--- config.mk ---
export PLATFORM = sky130hd
export DESIGN_NAME = tx_symbol_serializer
export DESIGN_NICKNAME = d
export VERILOG_FILES = /design/src/rtl/pcie_phy_pkg.sv /design/src/rtl/tx_symbol_serializer.sv
export SDC_FILE = /design/constraint.sdc
export NUM_CORES = 1
export LEC_CHECK = 0
export ABC_AREA = 1
export CAP_MARGIN = 20
export CORE_MARGIN = 2
export CORE_UTILIZATION = 60
export CTS_BUF_LIST = sky130_fd_sc_hd__clkbuf_8
export DETAILED_ROUTE_END_ITERATION = 12
export PLACE_DENSITY = 0.91
export RECOVER_POWER = 50
export SLEW_MARGIN = 20
export SYNTH_ARGS = -nofsm -noshare
export SYNTH_HDL_FRONTEND = slang
export SYNTH_SLANG_ARGS = --single-unit
--- constraint.sdc ---
create_clock -name clk_i -period 2.6 [get_ports clk_i]
set_input_delay 0.26 -clock clk_i [delete_from_list [all_inputs] [get_ports clk_i]]
set_output_delay 0.26 -clock clk_i [all_outputs]
set_load 0.01 [all_outputs]
--- src/rtl/pcie_phy_pkg.sv ---
// Shared PHY-layer constants and types for the multi-lane transmit path.
package pcie_phy_pkg;

  localparam int SYMBOL_WIDTH_8B10B = 10;

  typedef enum logic {SER_IDLE, SER_SHIFT} ser_state_e;

  // Comma symbols in both running disparities.
  localparam logic [9:0] K28_5_RDN = 10'b0101111100;
  localparam logic [9:0] K28_5_RDP = 10'b1010000011;

endpackage

--- src/rtl/tx_symbol_serializer.sv ---
// Per-lane 10b symbol serializer: one-symbol holding buffer ahead of a shift
// register so back-to-back symbols leave the lane without a gap.
module tx_symbol_serializer
  import pcie_phy_pkg::*;
#(
  parameter int SYMBOL_WIDTH = SYMBOL_WIDTH_8B10B,
  parameter bit LSB_FIRST    = 1'b1
) (
  input  logic                    clk_i,
  input  logic                    rst_i,
  input  logic                    lane_enable_i,
  input  logic [SYMBOL_WIDTH-1:0] symbol_i,
  input  logic                    symbol_valid_i,
  output logic                    symbol_ready_o,
  output logic                    bit_o,
  output logic                    bit_valid_o,
  output logic                    symbol_start_o,
  output logic                    underrun_o
);

  localparam int CNT_W = (SYMBOL_WIDTH > 2) ? $clog2(SYMBOL_WIDTH) : 1;
  localparam logic [CNT_W-1:0] LAST_BIT = CNT_W'(SYMBOL_WIDTH - 1);

  ser_state_e              state_q, state_d;
  logic [SYMBOL_WIDTH-1:0] hold_q, hold_d;
  logic                    hold_valid_q, hold_valid_d;
  logic [SYMBOL_WIDTH-1:0] shift_q, shift_d;
  logic [CNT_W-1:0]        bit_cnt_q, bit_cnt_d;
  logic                    underrun_q, underrun_d;
  logic                    active_q;
  logic [SYMBOL_WIDTH-1:0] shift_step;
  logic                    head_bit;
  logic                    accept;

  generate
    if (LSB_FIRST) begin : g_lsb_first
      assign shift_step = {1'b0, shift_q[SYMBOL_WIDTH-1:1]};
      assign head_bit   = shift_q[0];
    end else begin : g_msb_first
      assign shift_step = {shift_q[SYMBOL_WIDTH-2:0], 1'b0};
      assign head_bit   = shift_q[SYMBOL_WIDTH-1];
    end
  endgenerate

  // active_q keeps ready low until the first edge after reset release.
  assign symbol_ready_o = lane_enable_i && active_q && !hold_valid_q;
  assign accept         = symbol_valid_i && symbol_ready_o;
  assign bit_valid_o    = (state_q == SER_SHIFT);
  assign bit_o          = bit_valid_o && head_bit;
  assign symbol_start_o = bit_valid_o && (bit_cnt_q == '0);
  assign underrun_o     = underrun_q;

  always_ff @(posedge clk_i or negedge rst_i) begin
    if (!rst_i) begin
      state_q      <= SER_IDLE;
      hold_q       <= '0;
      hold_valid_q <= 1'b0;
      shift_q      <= '0;
      bit_cnt_q    <= '0;
      underrun_q   <= 1'b0;
      active_q     <= 1'b0;
    end else begin
      state_q      <= state_d;
      hold_q       <= hold_d;
      hold_valid_q <= hold_valid_d;
      shift_q      <= shift_d;
      bit_cnt_q    <= bit_cnt_d;
      underrun_q   <= underrun_d;
      active_q     <= 1'b1;
    end
  end

  always_comb begin
    state_d      = state_q;
    hold_d       = hold_q;
    hold_valid_d = hold_valid_q;
    shift_d      = shift_q;
    bit_cnt_d    = bit_cnt_q;
    underrun_d   = 1'b0;

    if (!lane_enable_i) begin
      // Flush: partial symbol and queued symbol are both dropped silently.
      state_d      = SER_IDLE;
      hold_valid_d = 1'b0;
      bit_cnt_d    = '0;
    end else begin
      // Accept only happens with the buffer empty, load only with it full,
      // so the two never fight over hold_valid_d.
      if (accept) begin
        hold_d       = symbol_i;
        hold_valid_d = 1'b1;
      end
      case (state_q)
        SER_IDLE: begin
          if (hold_valid_q) begin
            shift_d      = hold_q;
            hold_valid_d = 1'b0;
            bit_cnt_d    = '0;
            state_d      = SER_SHIFT;
          end
        end
        SER_SHIFT: begin
          if (bit_cnt_q == LAST_BIT) begin
            bit_cnt_d = '0;
            if (hold_valid_q) begin
              shift_d      = hold_q;
              hold_valid_d = 1'b0;
            end else begin
              state_d    = SER_IDLE;
              underrun_d = 1'b1;
            end
          end else begin
            shift_d   = shift_step;
            bit_cnt_d = bit_cnt_q + 1'b1;
          end
        end
        default: state_d = SER_IDLE;
      endcase
    end
  end

endmodule

### Yosys cells after proc, flatten, opt, wreduce, memory -nomap -nowiden

Index checks and enable logic that the tools add are counted.

| word-level totals | value |
|---|---|
| logic and storage cells | 39 |
| output and inout port bits | 5 |
| input bits | 14 |
| bits in registers | 28 |

| operators by class | value |
|---|---|
| reductions and logical operators | 8 |
| equality and inequality tests | 2 |
| add/subtract/negate cells | 1 |
| bitwise gates (word level) | 1 |
| muxes and demuxes | 20 |

Operators by type and width:

| operator | number |
|---|---|
| 10-bit 2-to-1 mux | 2 |
| 10-bit case mux with 2 select lines | 1 |
| 4-bit 2-to-1 mux | 3 |
| 1-bit 2-to-1 mux | 11 |
| 4-bit case mux with 2 select lines | 1 |
| 1-bit logical AND | 5 |
| 4-bit by 1-bit adder with 4-bit output (second input constant) | 1 |
| 4-bit equality test (second input constant) | 1 |
| 4-bit zero test | 1 |
| 1-bit case mux with 2 select lines | 2 |
| 3-bit != test (second input constant) | 1 |
| 2-bit AND reduction | 1 |
| 1-bit zero test | 1 |
| 1-bit NOT | 1 |

### Logic depth before layout (Yosys ltp)

| logic depth | value |
|---|---|
| word-level depth | 8 |
| gate-level depth with buffers | 7 |
| gate-level depth less buffers | 7 |

### Worst setup path before layout

Ideal clock, no wire load.

| timing path | value |
|---|---|
| path type | register -> output |
| start | reg state_q, in the netlist bit_valid_o |
| end | out symbol_start_o |
| data arrival time | 1.077 ns |
| data required time | 2.340 ns |
| path slack | 1.263 ns |
| stages on the path, launching flop included | 5 |
| path buffers | 2 |
| cells stage by stage | dfrtp_1 buf_2 buf_2 nand2_1 nor3_1 |

| between the ends | value |
|---|---|
| longest elaborated chain between the ends | 1 |

Ends and longest elaborated chain:

| item | RTL line | text |
|---|---|---|
| start: declaration | tx_symbol_serializer.sv:24 | `ser_state_e state_q, state_d;` |
| start signal: assignment | tx_symbol_serializer.sv:63 | `state_q <= state_d;` |
| 1-bit logical AND | tx_symbol_serializer.sv:50 | `assign symbol_start_o = bit_valid_o && (bit_cnt_q == '0);` |
| end: declaration | tx_symbol_serializer.sv:17 | `output logic symbol_start_o,` |

Every way passes these cells.

### Worst setup path in the final report

| timing path | value |
|---|---|
| start | reg hold_valid_q |
| end | out symbol_ready_o |

| between the ends | value |
|---|---|
| longest elaborated chain between the ends | 2 |

Ends and longest elaborated chain:

| item | RTL line | text |
|---|---|---|
| start: declaration | tx_symbol_serializer.sv:26 | `logic hold_valid_q, hold_valid_d;` |
| start signal: assignment | tx_symbol_serializer.sv:65 | `hold_valid_q <= hold_valid_d;` |
| 1-bit zero test | tx_symbol_serializer.sv:46 | `assign symbol_ready_o = lane_enable_i && active_q && !hold_valid_q;` |
| 1-bit logical AND | tx_symbol_serializer.sv:46 |  |
| end: declaration | tx_symbol_serializer.sv:14 | `output logic symbol_ready_o,` |

Every way passes these cells.

==> flow_summary.json <==
{
  "rows": 17,
  "fin_crit_ps": 2090,
  "synth_area_um2": 1410,
  "synth_xor_area_frac": 0.00621,
  "yosysMostFrequentCell": "nand2_1",
  "worst_pin_slew_ps": 1470,
  "grt_antenna_before_repair": 0,
  "clk_latency_ps": 270,
  "drt-initial-drc-count": 41,
  "criticalPathCategory": "register to output pin",
  "min-delay-path-class": "register to register",
  "synthMuxAreaShare": 0,
  "synth_seq_area_share": 0.497,
  "cts_buffer_depth": 2,
  "layout-drive-gt1-share": 0.0570,
  "ir_worst_vdd_v": 0.000429,
  "dpl_worst_slack_ps": 592,
  "nNetsFinal": 212,
  "drv_cap": 0,
  "slew_viol_final": 0,
  "drc": 0,
  "dpl.hpwl_um": 1880,
  "io_pins": 19,
  "clock_sinks": 28,
  "ys_ff_latch": 28,
  "ys.flop_type": "dfrtp_1",
  "synth-compound-area-share": 0.0133,
  "p_leak_uw": 0.000870,
  "wirelength_um": 2670,
  "area_delta_synth_final_pct": 15.1,
  "wl_per_cell_um": 12.1,
  "place.gp.congestion": 0.802,
  "die_w_um": 52.5,
  "ys_warn_count": 0,
  "grt_max_degree": 29,
  "dieArea_um2": 2750,
  "cts_tree": "done",
  "dr.pass1.iters": 4,
  "cts_buffers": 3,
  "crit_arrival_ps": 1830,
  "grt_pass1_vias": 1064,
  "stdcell_area_um2": 1620,
  "worst_clock_skew_ps": 3.54,
  "avgSynthCellArea_um2": 7.88,
  "post-cts-setup-buffers": 0,
  "multi_input_area_um2": 583,
  "dpl_cell_area_um2": 1590,
  "drt-vias-per-instance": 5.33,
  "synthAdderAreaFrac": 0.0266,
  "synth_largest_area_cell": "dfrtp_1",
  "tns_ps": 0,
  "yosys.area_share.simple": 0.368,
  "async_reset_ff_frac": 1.00,
  "syn-instance-count": 179,
  "rsz0062_at_grt": "no",
  "netlist_top_cells_area": "dfrtp_1 50%, nand2_1 18%, nand3_1 14%",
  "dr_total_vias": 1179,
  "instances_no_fill": 221,
  "synth-edff-count": 0,
  "finalWorstSetupSlack_ps": 506,
  "r2r_slack_ps": 780,
  "synth_cell_types": 22,
  "cp.required_ps": 2340,
  "maxSlewHeadroom": 0.0206,
  "ys_top_cells_by_count": "66 x nand2_1, 39 x nand3_1, 28 x dfrtp_1",
  "hold_violations": 0,
  "die_h_um": 52.5,
  "finalHoldWorstSlack_ps": 470,
  "syn_nets": 196,
  "overflow": 0,
  "core_area_um2": 2210,
  "ctsRootBufferMaster": "clkbuf_8",
  "clk_pin_slew_worst_paths_ps": 90,
  "seqCellArea_um2": 701,
  "placed_cells": 218,
  "finalSetupViolations": 0,
  "grt_use_total": 0.217,
  "yosysTopAreaCellShare": 0.497,
  "diodes": 0,
  "initial_utilization": 0.637,
  "clock.fmax_mhz": 477,
  "cts_resized": 0,
  "powerDensity_nw_per_um2": 584,
  "end_kind": "output pin",
  "ant_nets": 0,
  "grt_pass1_wl_um": 4390,
  "cts-hold-fix-buffers": 0,
  "cp_max_fo": 13,
  "cts_max_level": 1,
  "status": "finished, final reports clean",
  "post-route-period-util": 0.805,
  "synth_top_family_by_area": "simple AND/OR/NAND/NOR gates",
  "io_buffers": 18,
  "fill_cells": 176,
  "startpoint_type": "register"
}
[worst max-delay path, stage by stage (launching register included)]
cell	delay, ps
dfrtp_1	520
nor2_2	420
clkdlybuf4s50_1	620
[where the power goes]
group	leakage, µW	internal (µW)	switching, µW	total, µW
registers	0.000356	513	44.2	557
clock network	0.0000216	104	122	226
logic	0.000493	73.8	90.9	165
[per-layer routing]
layer | GRT usage | share of wire | vias to the layer above
met3 | 0.0343 | 0.043 | 4
met4 | 0.0940 | 0.0094 | 0
met1 | 0.248 | 0.43 | 546
met5 | 0 | 0 | -
met2 | 0.396 | 0.52 | 36
li1 | - | - | 593
[worst paths after layout]
check	startpoint	endpoint	depth (start not counted)
max	hold_valid_q	symbol_ready_o	2
min	hold_q[9]	hold_q[9]	2
max reg2reg	bit_cnt_q[1]	shift_q[0]	6
min reg2reg	hold_q[9]	hold_q[9]	2
max in group asynchronous	rst_i	active_q	2
min in group asynchronous	rst_i	bit_cnt_q[3]	2
[placed cells by master (no fill, tap or decap), types with 2 or more instances in the layout]
master	n
ha_1	3
buf_4	2
clkdlybuf4s50_1	16
dfrtp_1	28
clkbuf_8	3
nor2_2	2
nand3_1	40
inv_1	16
nand4_1	2
dlygate4sd3_1	2
o21ai_1	2
nand2_1	66
[layout make-up]
| class | count | share of cell area |
|---|---|---|
| Timing Repair Buffer | 21 | 0.123 |
| Inverter | 17 | 0.0393 |
| Tap cell | 28 | 0.0216 |
| Multi-Input combinational cell | 124 | 0.359 |
| Clock buffer | 3 | 0.0254 |
| Sequential cell | 28 | 0.432 |
[registers in the layout (all words and copies together) (netlist names)]
name	cells
hold_q	10
shift_q	10
bit_cnt_q	4
active_q	1
bit_valid_o	1
hold_valid_q	1
underrun_o	1
[metrics by stage]
stage,util,power [µW]
after floorplan,-,664
after CTS,0.738,960
after detailed placement,0.719,730
final,0.734,948
after global routing,0.734,1000
after global placement,0.719,716
[cells by family after synthesis]
kind of cell | count (synthesis)
XOR/XNOR | 1
flip-flops | 28
AO/OA/AOI/OAI | 3
other | 1
adder cells (fa/ha/maj) | 3
buffers and inverters | 27
AND/OR/NAND/NOR | 116
Note: power is estimated with default switching activity, not from simulation.
